===== config.mk =====
export PLATFORM = sky130hd
export DESIGN_NAME = seq_rca_alu
export DESIGN_NICKNAME = d
export VERILOG_FILES = /design/src/rtl/seq_rca_alu.sv
export SDC_FILE = /design/constraint.sdc
export NUM_CORES = 1
export LEC_CHECK = 0
export ABC_AREA = 1
export CORE_UTILIZATION = 52
export DETAILED_ROUTE_END_ITERATION = 10
export PLACE_DENSITY = 0.89
export SLEW_MARGIN = 20
export SYNTH_ARGS = -nofsm -noshare
export SYNTH_HDL_FRONTEND = slang
export SYNTH_SLANG_ARGS = --single-unit

===== constraint.sdc =====
create_clock -name clk -period 1.8 [get_ports clk]
set_input_delay 0.18 -clock clk [delete_from_list [all_inputs] [get_ports clk]]
set_output_delay 0.18 -clock clk [all_outputs]
set_load 0.05 [all_outputs]

===== src/rtl/seq_rca_alu.sv =====
// Multi-cycle ripple-carry ALU: adds one SLICE-bit chunk per clock, LSB first,
// with a start/busy/done handshake and a result register that doubles as accumulator.
module seq_rca_alu #(
    parameter int unsigned WIDTH = 16,
    parameter int unsigned SLICE = 4
) (
    input  logic             clk,
    input  logic             rst,
    input  logic             start,
    input  logic [1:0]       op,
    input  logic [WIDTH-1:0] A,
    input  logic [WIDTH-1:0] B,
    input  logic             cin,
    output logic             busy,
    output logic             done,
    output logic [WIDTH-1:0] S,
    output logic             Cout,
    output logic             Ovfl
);

    localparam int unsigned NSLICE = WIDTH / SLICE;
    localparam int unsigned CNT_W  = (NSLICE > 1) ? $clog2(NSLICE) : 1;

    localparam logic [1:0] OP_ADD = 2'b00;
    localparam logic [1:0] OP_SUB = 2'b01;
    localparam logic [1:0] OP_ACC = 2'b10;
    localparam logic [1:0] OP_CLR = 2'b11;

    typedef enum logic [1:0] {
        IDLE = 2'b00,
        CALC = 2'b01,
        DONE = 2'b10
    } state_e;

    state_e             state_q, state_d;
    logic [WIDTH-1:0]   opa_q, opa_d;
    logic [WIDTH-1:0]   opb_q, opb_d;
    logic [WIDTH-1:0]   psum_q, psum_d;
    logic [WIDTH-1:0]   s_q, s_d;
    logic [CNT_W-1:0]   cnt_q, cnt_d;
    logic               carry_q, carry_d;
    logic               cout_q, cout_d;
    logic               ovfl_q, ovfl_d;
    logic               busy_q, busy_d;
    logic               done_q, done_d;

    // Current slice adder; operands shift right so the active slice is always at the bottom
    logic [SLICE:0]     slice_sum_c;
    logic               msb_cin_c;
    logic [WIDTH-1:0]   psum_next_c;
    logic               last_slice_c;

    assign slice_sum_c  = (SLICE+1)'(opa_q[SLICE-1:0]) + (SLICE+1)'(opb_q[SLICE-1:0])
                        + (SLICE+1)'(carry_q);
    assign msb_cin_c    = opa_q[SLICE-1] ^ opb_q[SLICE-1] ^ slice_sum_c[SLICE-1];
    assign psum_next_c  = (psum_q >> SLICE)
                        | (WIDTH'(slice_sum_c[SLICE-1:0]) << (WIDTH - SLICE));
    assign last_slice_c = (cnt_q == CNT_W'(NSLICE - 1));

    always_ff @(posedge clk) begin
        if (rst) begin
            state_q <= IDLE;
            opa_q   <= '0;
            opb_q   <= '0;
            psum_q  <= '0;
            s_q     <= '0;
            cnt_q   <= '0;
            carry_q <= 1'b0;
            cout_q  <= 1'b0;
            ovfl_q  <= 1'b0;
            busy_q  <= 1'b0;
            done_q  <= 1'b0;
        end else begin
            state_q <= state_d;
            opa_q   <= opa_d;
            opb_q   <= opb_d;
            psum_q  <= psum_d;
            s_q     <= s_d;
            cnt_q   <= cnt_d;
            carry_q <= carry_d;
            cout_q  <= cout_d;
            ovfl_q  <= ovfl_d;
            busy_q  <= busy_d;
            done_q  <= done_d;
        end
    end

    always_comb begin
        state_d = state_q;
        opa_d   = opa_q;
        opb_d   = opb_q;
        psum_d  = psum_q;
        s_d     = s_q;
        cnt_d   = cnt_q;
        carry_d = carry_q;
        cout_d  = cout_q;
        ovfl_d  = ovfl_q;
        busy_d  = 1'b0;
        done_d  = 1'b0;

        unique case (state_q)
            IDLE, DONE: begin
                state_d = IDLE;
                if (start) begin
                    if (op == OP_CLR) begin
                        state_d = DONE;
                        done_d  = 1'b1;
                        s_d     = '0;
                        cout_d  = 1'b0;
                        ovfl_d  = 1'b0;
                    end else begin
                        state_d = CALC;
                        busy_d  = 1'b1;
                        opa_d   = (op == OP_ACC) ? s_q : A;
                        opb_d   = (op == OP_SUB) ? ~B : B;
                        carry_d = (op == OP_SUB) ? 1'b1 : cin;
                        cnt_d   = '0;
                        psum_d  = '0;
                    end
                end
            end
            CALC: begin
                opa_d   = opa_q >> SLICE;
                opb_d   = opb_q >> SLICE;
                carry_d = slice_sum_c[SLICE];
                psum_d  = psum_next_c;
                cnt_d   = cnt_q + CNT_W'(1);
                if (last_slice_c) begin
                    // Final slice: publish the full result and flags in one edge
                    state_d = DONE;
                    done_d  = 1'b1;
                    s_d     = psum_next_c;
                    cout_d  = slice_sum_c[SLICE];
                    ovfl_d  = msb_cin_c ^ slice_sum_c[SLICE];
                end else begin
                    busy_d  = 1'b1;
                end
            end
            default: state_d = IDLE;
        endcase
    end

    assign busy = busy_q;
    assign done = done_q;
    assign S    = s_q;
    assign Cout = cout_q;
    assign Ovfl = ovfl_q;

endmodule

-- After elaboration in Yosys (flattened, before gate mapping)
Index checks and enable logic that the tools add are counted.
- flip-flop bits (word level): 73
- bits of input ports: 38
- $add $sub $neg: 3
- eq/ne operators: 10
- multiplexer cells: 40
- bitwise gates (word level): 5
- reductions and logical operators: 5
- operators with widths (cell ; count):
    $mux W16 ; 11
    $pmux W16 S2 ; 4
    $not A16 Y16 ; 1
    $or A12 B16 Y16 ; 1
    $mux W1 ; 13
    $mux W2 ; 5
    $pmux W1 S2 ; 5
    $eq A2 B2 Y1 const B ; 4
    $ne A2 B2 Y1 const B ; 4
    $pmux W2 S2 ; 2
    $add A4 B4 Y5 ; 1
    $add A5 B1 Y5 ; 1
    $eq A2 B1 Y1 const B ; 2
    $reduce_and A4 Y1 ; 1
    $reduce_and A3 Y1 ; 1
    $xor A1 B1 Y1 ; 3
    $add A2 B1 Y2 const B ; 1
    $logic_not A2 Y1 ; 1
    $reduce_bool A2 Y1 ; 1
    $reduce_or A2 Y1 ; 1

-- Longest topological paths before layout
Gate-level depths: netlist (run 1).
- word-level depth: 6
- depth in mapped cells: 8
- depth with buffers taken out: 8

-- Least setup slack after synthesis (run 1)
Ideal clock, no wire load.
- path type: register to register
- from: register opa_q[0]
- to: register ovfl_q (netlist: Ovfl)
- setup time: 70 ps
- data arrival time: 1572 ps
- slack: 158 ps
- stages on the path, launching flop included: 8
- clock period less this slack: 1642 ps
- cells stage by stage: dfxtp_1 -> fa_1 -> fa_1 -> nand3_1 -> nand3_1 -> nand2_1 -> nand3_1 -> a21oi_1
- longest elaborated chain between the ends: 6
- ends and longest elaborated chain (what ; RTL line ; text):
    start, declared ; 36 ; logic [WIDTH-1:0] opa_q, opa_d;
    start signal, assigned ; 75 ; opa_q <= opa_d;
    $add A4 B4 Y5 (*) ; 53 ; assign slice_sum_c = (SLICE+1)'(opa_q[SLICE-1:0]) + (SLICE+1)'(opb_q[SLICE-1:0])
    $add A5 B1 Y5 (*) ; 54 ; + (SLICE+1)'(carry_q);
    $xor A1 B1 Y1 ; 55 ; assign msb_cin_c = opa_q[SLICE-1] ^ opb_q[SLICE-1] ^ slice_sum_c[SLICE-1];
    $xor A1 B1 Y1 (*) ; 134 ; ovfl_d = msb_cin_c ^ slice_sum_c[SLICE];
    $mux W1 (*) ; 128 ; if (last_slice_c) begin
    $pmux W1 S2 (*) ; 101 ; unique case (state_q)
    end signal, assigned ; 82 ; ovfl_q <= ovfl_d;
    end, declared ; 43 ; logic ovfl_q, ovfl_d;
Mark *: on every way between the ends. The rest lies on a longest branch, timed or not. The select of a mux whose other input is x is not followed.
A chain may end at the register's enable or synchronous reset.

-- Worst setup path after layout (run 1)
- from: register s_q[13] (netlist: S[13])
- to: output S[13]
- RTL lines (what ; RTL line ; text):
    start, declared ; 39 ; logic [WIDTH-1:0] s_q, s_d;
    start signal, assigned ; 66 ; s_q <= '0;
    start signal, assigned ; 78 ; s_q <= s_d;
    end, declared ; 16 ; output logic [WIDTH-1:0] S,
No word-level cell between the ends.

==> flow_metrics.tcl, run 1 <==
set metrics [dict create \
    critPathArrivalTime_ps 1600 \
    core_area_um2 5920 \
    grt_pass1_wl_um 13500 \
    seqPwrFrac_pct 44.5 \
    die_w_um 80.4 \
    finalCritPeriodShare_pct 98.8 \
    critical_path_class "flip-flop to output pin" \
    worstSkewPairLatency_ps 350 \
    fin_setup_tns_ps 0 \
    dp_hpwl_um 5700 \
    power_per_cell_area_nw_per_um2 943 \
    rr_startpoint "opa_q[0]$_SDFFE_PP0P_" \
    cp-startpoint "S[13]$_SDFFE_PP0P_" \
    fillerInstances 450 \
    final_layout_size_suffix_gt1_share_pct 10.8 \
    routedWlPerCell_um 14.7 \
    rsz0062_at_grt "false" \
    place_area_um2 3840 \
    area_growth_pct 27.3 \
    status "finished, final reports clean" \
    relSlewSlack_pct 66.3 \
    postRouteAntennaNets 0 \
    clkTransAtPathRegs_ps 70 \
    cp-end-kind "output pin" \
    cts_max_level 3 \
    die_area_um2 6470 \
    drv_cap 0 \
    cp_top_family "buffers and inverters" \
    synth-seq-cells 69 \
    grt_max_degree 30 \
    cts_root_buffer "clkbuf_8" \
    hold_class "flip-flop to flip-flop" \
    final_hold_viol_count 0 \
    synth_cell_types 25 \
    p_int_mw 2.76 \
    skew_ps 8.93 \
    viasPerCell 5.46 \
    dr.pass1.iters 5 \
    drv_slew 0 \
    cp_max_fo 3 \
    cts_hold_buf 0 \
    min_period_ps 1780 \
    sw_frac_of_total_pct 28.2 \
    antenna_found_initial 0 \
    ios 58 \
    stdcell_count 556 \
    combPwrFrac_pct 18.9 \
    cp_num_buf_inv 1 \
    syn-num-nets 463 \
    ys_warn_count 0 \
    drc 0 \
    cts_tree "built" \
    layout.cells.most_common_list "90 x nand2_1, 69 x dfxtp_1, 62 x a21oi_1" \
    crit_chain "clkdlybuf4s50_1" \
    overflow 0 \
    cp_slowest_cell "clkdlybuf4s50_1" \
    initial_core_util_pct 54.0 \
    clock-sinks 69 \
    antenna_cells 0 \
    utilization_pct 68.8 \
    synth-seq-area-share_pct 43.2 \
    die_h_um 80.4 \
    worst_ep_required_time_ps 1620 \
    layout_commonest_cell "nand2_1" \
    nNetsFinal 520 \
    slowest_delay_ps 840 \
    num_rows 28 \
    dpl_worst_slack_ps -22.1 \
    cts_made_buffers 9 \
    finish.instance_area_um2 4070 \
    route.vias.total 3033 \
    drt-initial-drc-count 375 \
    syn_inst 419 \
    routabilityCongestion 0.871 \
    first_global_vias 2914 \
    hold_ws_ps 464 \
    clkPwrFrac_pct 36.5 \
    finalWirelength_um 8190 \
    power_mw 3.84 \
    synth_area_per_cell_um2 7.64 \
    max_freq_mhz 562 \
    worst_pin_slew_ps 504 \
    cellLeakagePower_nw 1.64 \
    cts_buffer_depth 2 \
    dp.cells 540 \
    setup_viol 0 \
    setup_ws_ps 21.1 \
    synthesis.area_um2 3200 \
    port_buffers 57 \
    min_from "psum_q[13]$_SDFFE_PP0P_" \
    post_cts_buffers 0 \
    p_switching_mw 1.08 \
    peakVddDrop_mv 0.519 \
    worstSetupStartpointType "flip-flop" \
    grt_usage_pct 27.3 \
]
## synthesized netlist by cell type, drive strengths merged
| cell type | count | area [µm²] |
|---|---|---|
| nand2 | 96 | 390 |
| dfxtp | 69 | 1380 |
| a21oi | 62 | 310 |
| nor2 | 43 | 171 |
| inv | 28 | 105 |
| o21ai | 27 | 135 |
| buf | 20 | 151 |
| a211oi | 12 | 90.1 |
| nand3 | 12 | 60.1 |
| o211ai | 11 | 82.6 |
| xnor2 | 11 | 96.3 |
| or2 | 7 | 43.8 |
| clkbuf | 6 | 22.5 |
| xor2 | 5 | 43.8 |
| ha | 4 | 50.1 |
| fa | 2 | 40.0 |
| nor3 | 2 | 10.0 |
| o21a | 2 | 15.0 |
## worst paths after layout
path	endpoint	slack, ps	cells past startpoint
max reg2reg	S[13]$_SDFFE_PP0P_	70	4
min reg2reg	psum_q[13]$_SDFFE_PP0P_	460	2
min	psum_q[13]$_SDFFE_PP0P_	460	2
max	S[13]	20	1
## power groups by stage
stage / Combinational (mW) / Sequential, mW / Clock (mW)
finish: 0.728 / 1.71 / 1.40
CTS: 0.720 / 1.71 / 1.41
floorplan: 0.438 / 1.78 / 0
detailed placement: 0.713 / 1.74 / 0
global route: 0.804 / 1.72 / 1.48
global placement: 0.693 / 1.74 / 0
## sequential cells by signal, indices dropped and copies added, names as in the netlist
register	count
Cout	1
Ovfl	1
S	16
busy	1
carry_q	1
cnt_q	2
done	1
opa_q	16
opb_q	16
psum_q	12
state_q	2
## what timing repair did
| item | CTS | global route |
|---|---|---|
| endpoints found under the setup margin | 1 | 1 |
| resized for setup | 2 | 1 |
| endpoints found under the hold margin | 0 | 0 |
## layer usage
| metal | vias up | part of all wire (%) | GRT usage (%) |
|---|---|---|---|
| met5 | - | 0 | 0 |
| met4 | 0 | 2.4 | 11.4 |
| met3 | 22 | 6.5 | 6.82 |
| met2 | 122 | 47 | 43.6 |
| met1 | 1401 | 44 | 35.0 |
| li1 | 1488 | - | - |
## cell type report
class                   count  area (µm²)  area share (%)
clock buffers              10         138            3.38
clock inverters             6        86.3            2.12
inverters                  28         105            2.58
multi-input cells         296        1550            38.0
flip-flops and latches     69        1380            33.9
well taps                  75        93.8            2.30
repair buffers             72         721            17.7
## logic make-up after synthesis
logic type | after synthesis | share of synthesized area [%]
and+or+nand+nor | 160 | 21.1
AOI/OAI and AO/OA | 114 | 19.8
adders and majority gates | 6 | 2.82
DFF | 69 | 43.2
buffers and inverters | 54 | 8.72
xor gates and xnor gates | 16 | 4.38
Power figures use the tool's default switching activity.
==> inputs of run 2 (changes only) <==
Settings changed: CORE_UTILIZATION 52 to 47, CTS_CLUSTER_SIZE set to 20, PLACE_DENSITY 0.89 to 0.86.
Clock period 1.8 ns to 1.45 ns, I/O delays scaled along.
==> flow_metrics.tcl, run 2 (synthesis results as in run 1) <==
set metrics [dict create \
    status "finished, violations left" \
    violations "design-rule violations, negative setup slack" \
    layout.cells.most_common_list "89 x nand2_1, 68 x dfxtp_1, 61 x a21oi_1" \
    critPathArrivalTime_ps 1900 \
    place_area_um2 3900 \
    drc 3 \
    area_growth_pct 30.2 \
    crit_cells 7 \
    relSlewSlack_pct 76.5 \
    die_w_um 84.5 \
    min_from "A[10]" \
    fillerInstances 530 \
    clkPwrFrac_pct 35.7 \
    setup_ws_ps -176 \
    cellLeakagePower_nw 1.74 \
    die_area_um2 7140 \
    setup_viol 9 \
    sw_frac_of_total_pct 28.4 \
    antenna_found_initial 0 \
    clock-sinks 69 \
    power_mw 4.84 \
    min_period_ps 1630 \
    cts_max_level 3 \
    cts_buffer_depth 2 \
    hold_ws_ps 455 \
    viasPerCell 5.44 \
    route.vias.total 3080 \
    finalCritPeriodShare_pct 112 \
    rr_worst_depth 7 \
    antenna_cells 0 \
    peakVddDrop_mv 0.538 \
    cp_max_fo 3 \
    drv_cap 0 \
    routedWlPerCell_um 15.1 \
    cp_slowest_cell "fa_2" \
    port_buffers 57 \
    cts_root_buffer "clkbuf_8" \
    core_area_um2 6460 \
    initial_core_util_pct 49.5 \
    cp_top_family "adder cells" \
    p_int_mw 3.47 \
    postRouteAntennaNets 0 \
    grt_usage_pct 24.8 \
    dr.pass1.iters 7 \
    worst_ep_required_time_ps 1730 \
    clkTransAtPathRegs_ps 70 \
    combPwrFrac_pct 20.3 \
    r2r_slack_ps -180 \
    grt_pass1_wl_um 13900 \
    dp_hpwl_um 5910 \
    die_h_um 84.5 \
    finish.instance_area_um2 4160 \
    worstSkewPairLatency_ps 340 \
    drt-initial-drc-count 386 \
    hold_class "input port to flip-flop" \
    seqPwrFrac_pct 44.0 \
    rr_startpoint "carry_q$_SDFFE_PP0P_" \
    skew_ps 6.93 \
    holdPathEnd "opa_q[10]$_SDFFE_PP0P_" \
    cts_tree "built" \
    routabilityCongestion 0.895 \
    holdPathStages 3 \
    final_layout_size_suffix_gt1_share_pct 18.0 \
    slowest_delay_ps 400 \
    power_per_cell_area_nw_per_um2 1160 \
    cp_num_buf_inv 0 \
    first_global_vias 2810 \
    grt_max_degree 34 \
    overflow 0 \
    final_hold_viol_count 0 \
    num_rows 29 \
    crit_chain "fa_2 > fa_2 > nand3_2 > nand3_2 > nand2_1 > nand3_1 > a21oi_1" \
    p_switching_mw 1.37 \
    cts_made_buffers 9 \
    cp-end-kind "flip-flop" \
    layout_commonest_cell "nand2_1" \
    worstSetupStartpointType "flip-flop" \
    finalWirelength_um 8570 \
    max_freq_mhz 615 \
    drv_slew 0 \
    rsz0062_at_grt "true" \
    ios 58 \
    worst_pin_slew_ps 353 \
    critical_path_class "flip-flop to flip-flop" \
    r2r_end "Ovfl$_SDFFE_PP0P_" \
    nNetsFinal 529 \
]
[run 2: changes by cell type in the layout (fill, tap and decap cells not counted), sizes merged]
cell           before  now
clkdlybuf4s50      57   37
buf                15   44
clkbuf             10   11
clkinv              3    1
[run 2: routing by layer]
metal  part of all wire (%)  global-route usage, %  vias to the layer above
met4                    2.1                   11.4                        0
met1                     43                   32.5                     1424
met5                      0                      0                        -
met3                    6.9                   4.23                       20
li1                       -                      -                     1507
met2                     48                   40.0                      129
[run 2: worst max path at each step]
stage                                    start                 end
after detailed placement  carry_q$_SDFFE_PP0P_  S[13]$_SDFFE_PP0P_
after CTS                 carry_q$_SDFFE_PP0P_   Ovfl$_SDFFE_PP0P_
after global routing      carry_q$_SDFFE_PP0P_   Ovfl$_SDFFE_PP0P_
after global placement    carry_q$_SDFFE_PP0P_   Ovfl$_SDFFE_PP0P_
final                     carry_q$_SDFFE_PP0P_   Ovfl$_SDFFE_PP0P_
after floorplan           carry_q$_SDFFE_PP0P_   Ovfl$_SDFFE_PP0P_
[run 2: cell type report]
class                   count  area (µm²)  share of cell area (%)
clock buffers              11         141                    3.40
repair buffers             81         783                    18.8
inverters                  28         105                    2.52
clock inverters             4        72.6                    1.74
flip-flops and latches     69        1380                    33.2
multi-input cells         296        1580                    38.0
well taps                  77        96.3                    2.31
[run 2: metrics by stage]
stage | worst slack, ps | cells | utilization (%) | TNS, ps
floorplan | -72.3 | 419 | - | -156
global route | -244 | 566 | 64.5 | -1680
detailed placement | -149 | 549 | 60.4 | -5770
finish | -176 | 566 | 64.5 | -1110
CTS | -157 | 565 | 64.0 | -761
global placement | -118 | 549 | 60.4 | -3280
[run 2: what timing repair did]
item,4_1_cts,5_1_grt
setup endpoints to repair,7,10
setup buffers,1,1
hold buffers,0,0
gates resized for setup,3,6
pin swaps,1,3
hold endpoints to repair,0,0
[run 2: worst reg2reg max path: cells and delay by family (launching register included)]
family / cells / cell delay [ps]
flops: 1 / 340
fa+ha+maj: 2 / 780
compound gates: 1 / 120
simple gates: 4 / 330
[run 2: power by group through the flow]
stage,sequential [mW],combinational [mW],clock (mW)
5_1_grt,2.14,1.07,1.83
3_3_place_gp,2.16,0.904,0
4_1_cts,2.12,0.956,1.72
6_report,2.13,0.980,1.73
3_5_place_dp,2.16,0.929,0
2_1_floorplan,2.21,0.549,0
==> inputs of run 3 (changes only) <==
Settings changed: TNS_END_PERCENT set to 1.
==> flow_metrics.tcl, run 3 (synthesis results as in run 1) <==
set metrics [dict create \
    status "finished, violations left" \
    violations "design-rule violations, negative setup slack" \
    critPathArrivalTime_ps 1840 \
    final_layout_size_suffix_gt1_share_pct 18.1 \
    setup_ws_ps -163 \
    dp_hpwl_um 5880 \
    critical_path_class "flip-flop to flip-flop" \
    rr_startpoint "carry_q$_SDFFE_PP0P_" \
    min_from "A[7]" \
    grt_usage_pct 24.8 \
    place_area_um2 3920 \
    hold_class "input port to flip-flop" \
    overflow 0 \
    cts_root_buffer "clkbuf_8" \
    slowest_delay_ps 400 \
    grt_pass1_wl_um 13900 \
    drt-initial-drc-count 257 \
    drv_slew 0 \
    postRouteAntennaNets 0 \
    viasPerCell 5.39 \
    die_h_um 84.5 \
    finish.instance_area_um2 4160 \
    worst_path_most_repeated_cell "fa_2" \
    port_buffers 57 \
    crit_chain "fa_2 > fa_2 > nand3_2 > inv_1 > nor2_1 > nand2_1 > nand3_1 > a21oi_1" \
    rsz0062_at_grt "true" \
    post_cts_buffers 0 \
    worst_ep_required_time_ps 1670 \
    finalWirelength_um 8460 \
    dr.pass1.iters 8 \
    layout.cells.most_common_list "89 x nand2_1, 68 x dfxtp_1, 62 x a21oi_1" \
    hold_ws_ps 437 \
    cts_made_buffers 9 \
    routedWlPerCell_um 14.9 \
    ios 58 \
    routabilityCongestion 0.890 \
    relSlewSlack_pct 76.3 \
    cts_hold_buf 0 \
    initial_core_util_pct 49.5 \
    cp_top_family "adder cells" \
    drc 2 \
    cp_slowest_cell "fa_2" \
    nNetsFinal 531 \
    core_area_um2 6460 \
    grt_max_degree 34 \
    r2r_slack_ps -160 \
    holdPathStages 3 \
    cellLeakagePower_nw 1.75 \
    use_met3_pct 3.64 \
    num_rows 29 \
    first_global_vias 2907 \
    finalCritPeriodShare_pct 111 \
    die_area_um2 7140 \
    skew_ps 6.70 \
    r2r_end "Ovfl$_SDFFE_PP0P_" \
    route.vias.total 3065 \
    min_period_ps 1610 \
    antenna_cells 0 \
    grtUsageMet2_pct 39.2 \
    cp-end-kind "flip-flop" \
    worstSetupStartpointType "flip-flop" \
    worst_pin_slew_ps 355 \
    clock-sinks 69 \
    cp_num_buf_inv 1 \
    area_growth_pct 30.2 \
    busiest_layer "met2" \
    antenna_found_initial 0 \
    max_freq_mhz 620 \
    met1_usage_pct 33.1 \
    cts_buffer_depth 2 \
    cts_max_level 3 \
    rr_worst_depth 8 \
    final_hold_viol_count 0 \
    worstSkewPairLatency_ps 350 \
    power_per_cell_area_nw_per_um2 1180 \
    crit_cells 8 \
    die_w_um 84.5 \
    drv_cap 0 \
    peakVddDrop_mv 0.596 \
    cp_max_fo 3 \
    clkTransAtPathRegs_ps 70 \
    utilization_pct 64.5 \
    cts_tree "built" \
    setup_viol 9 \
    layout_commonest_cell "nand2_1" \
    holdPathEnd "opa_q[7]$_SDFFE_PP0P_" \
]
==> run 3: how the worst max path moves through the flow <==
stage,startpoint,slack [ps],end
detailed placement,start,-190,opa_q[3]$_SDFFE_PP0P_
floorplan,carry_q$_SDFFE_PP0P_,-70,S[13]$_SDFFE_PP0P_
finish,carry_q$_SDFFE_PP0P_,-160,Ovfl$_SDFFE_PP0P_
global route,carry_q$_SDFFE_PP0P_,-260,Ovfl$_SDFFE_PP0P_
global placement,op[0],-130,S[13]$_SDFFE_PP0P_
CTS,carry_q$_SDFFE_PP0P_,-170,Ovfl$_SDFFE_PP0P_
==> run 3: layout make-up <==
class                   instances  area [µm²]
clock buffers                  11         151
multi-input cells             296        1570
inverters                      28         105
fillers                       506        2290
repair buffers                 83         778
well taps                      77        96.3
clock inverters                 5        81.3
flip-flops and latches         69        1380
==> run 3: what timing repair did <==
| item | CTS | global route |
|---|---|---|
| setup endpoints to repair | 9 | 9 |
| resized for setup | 4 | 0 |
| pin swaps | 3 | 0 |
| cloned | 0 | 0 |
==> run 3: where the power goes <==
part	switching, mW	internal [mW]	total (mW)	leakage, nW
combinational	0.545	0.421	0.966	1.07
sequential	0.0919	2.03	2.13	0.565
clock	0.750	1.07	1.81	0.116
total	1.39	3.52	4.91	1.75
==> run 3: stage by stage <==
step	setup TNS [ps]	worst slack [ps]	power, mW	std cells
after global routing	-1440	-259	5.12	569
after global placement	-6210	-132	3.07	553
after CTS	-754	-171	4.90	569
after floorplan	-201	-72.4	2.76	419
after detailed placement	-8680	-192	3.10	553
final	-804	-163	4.91	569
==> run 3: tightest hold or removal path: stages <==
cell	delay (ps)
clkdlybuf4s50_1	460
a211oi_1	60
nor2_1	80
==> run 3: per-layer routing <==
metal | up-vias | wire length, µm
li1 | 1513 | -
met1 | 1433 | 3830
met2 | 99 | 3950
met3 | 20 | 440
met4 | 0 | 237
met5 | - | 0
==> patch, RTL diff (settings of run 2) <==
Change the parameter `SLICE` from 4 to 2.
--- a/src/rtl/seq_rca_alu.sv
+++ b/src/rtl/seq_rca_alu.sv
@@ -4,3 +4,3 @@
     parameter int unsigned WIDTH = 16,
-    parameter int unsigned SLICE = 4
+    parameter int unsigned SLICE = 2
 ) (
Behaviour: not the same (Yosys sat finds a counterexample within 10 cycles, from zero or initial values and one cycle with rst high).
==> patch against run 2 <==
  * The run ends with negative setup slack left
  * Area after synthesis increased by 12%
  * Global-route usage increased by 0.47 points
  * Power increased by 5.3%
  * Maximum frequency decreased by 5.6%
  * Wire length increased by 10%
  * Setup slack got worse by 0.097 ns
  * Cell area increased by 11%
  * Sequential cell count increased by 3
==> patch: results (changes against run 2) <==
[synthesis]
synth_top_flop_cell = dfxtp_1
synth_compound_area_frac = 0.120  ; -0.0783
synthTopCellsByCount = nor2_1 (142), nand2_1 (112), dfxtp_1 (72)
synth.area.mux_share = 0  ; unchanged
synth_area_leaders = dfxtp_1 (40%), nor2_1 (15%), nand2_1 (12%), nand3_1 (7.3%), o21ai_0 (5.7%)
ys_seq_area_frac = 0.403  ; -0.0290
yosys.cell_types.count = 24  ; -4.0%
synth_adder_area_share = 0.0217  ; -0.00648
syn_nets = 588  ; +27%
yosys_warnings = 0  ; unchanged
yosys.area_share.xor_xnor = 0.00490  ; -0.0389
synth_top_family_by_area = simple AND/OR/NAND/NOR gates

[global_route]
grt_pass1_vias = 3310  ; +18%
grt_use_total = 0.253  ; +0.00474
grt_pass1_wl_um = 15200  ; +9.6%
grt_max_degree = 32  ; -5.9%
antenna_found_initial = 0  ; unchanged

[setup_path]
cp.arrival_ns = 2.00  ; +0.10 ns
slowest_stage = fa_2
slowest_delay_ns = 0.47  ; +0.07 ns
worst-path-max-fanout = 4  ; +1

[timing]
slew_headroom = 0.722  ; -0.0426
setup_ws_ns = -0.273  ; -0.0971 ns
skew_ns = 0.0140  ; +0.00710 ns
setup_violations = 4  ; -5

[drt]
wire_per_inst_um = 13.3  ; -12%
dr.first_iter.drc_count = 253  ; -34%
post_drt_via_cell_ratio = 5.17  ; -5.0%
firstDrtPassIters = 5  ; -2

[place]
dp_slack_ns = -0.325  ; -0.176 ns
routabilityCongestion = 0.843  ; -5.8%
dpl.hpwl_um = 6320  ; +7.0%

[pwr]
p_leak_nw = 2.06  ; +19%
max-vdd-ir-drop_mv = 0.564  ; +4.8%

[clocking]
cts_setup_buffers = 0  ; -1
clock-root-buffer = clkbuf_8
cts_buffers = 9  ; unchanged
h-tree-depth = 3  ; unchanged
clockBufferDepth = 2  ; unchanged
clock_latency_ns = 0.35
clk_pin_slew_ns = 0.08

[run_status]
status = complete, but fails checks
failed_checks = negative setup slack

[cells_and_area]
fin_nets = 650  ; +23%
fill_cells = 657  ; +24%
diodes = 0  ; unchanged
layout-drive-gt1-share = 0.151  ; -0.0294

[worst_hold_path]
hold_path.class = flip-flop to flip-flop

==> patch: final cells by class <==
type	instances	area [sq um]	share of cell area
Clock buffer	12	155	0.0336
Clock inverter	3	65.1	0.0141
Inverter	33	130	0.0282
Multi-Input combinational cell	405	1860	0.402
Sequential cell	72	1450	0.313
Tap cell	99	124	0.0268
Timing Repair Buffer	86	842	0.182
==> patch: kinds of logic after synthesis <==
group                    after synthesis
buffers and inverters                 68
AO/OA/AOI/OAI                         85
flip-flops                            72
adder cells (fa/ha/maj)                5
AND/OR/NAND/NOR                      313
XOR/XNOR                               2
==> patch: routing by layer <==
metal,routed length (um),GRT usage,vias up
met3,573,0.0388,25
li1,-,-,1845
met4,273,0.121,0
met2,4520,0.432,121
met1,4060,0.312,1679
met5,0,0,-
==> patch: metrics by stage <==
stage | TNS (ns) | hold slack, ns | cell area (sq um) | cells | utilization
floorplan | -0.257 | 0.214 | 3580 | 545 | -
global placement | -0.817 | 0.450 | 4320 | 695 | 0.592
detailed placement | -2.15 | 0.453 | 4320 | 695 | 0.592
CTS | -0.623 | 0.459 | 4550 | 710 | 0.624
global route | -0.902 | 0.459 | 4620 | 710 | 0.633
finish | -0.641 | 0.444 | 4620 | 710 | 0.633
==> patch: final timing paths <==
path         startpoint       end  slack [ns]  cells past startpoint
max reg2reg    opa_q[0]      Ovfl       -0.27                      8
max            opa_q[0]      Ovfl       -0.27                      8
min reg2reg    cnt_q[0]  cnt_q[0]        0.44                      1
min            cnt_q[0]  cnt_q[0]        0.44                      1
==> patch: power by group <==
group          internal, mW  switching [mW]  leakage, nW
clock network          1.05           0.705        0.112
logic                 0.453           0.648         1.35
registers              2.14          0.0940        0.592
total                  3.64            1.45         2.06
==> patch: what timing repair did <==
action                     CTS  global route
pin swaps                    4             1
resized for setup            8            18
cloned                       0             0
setup endpoints to repair   15            33
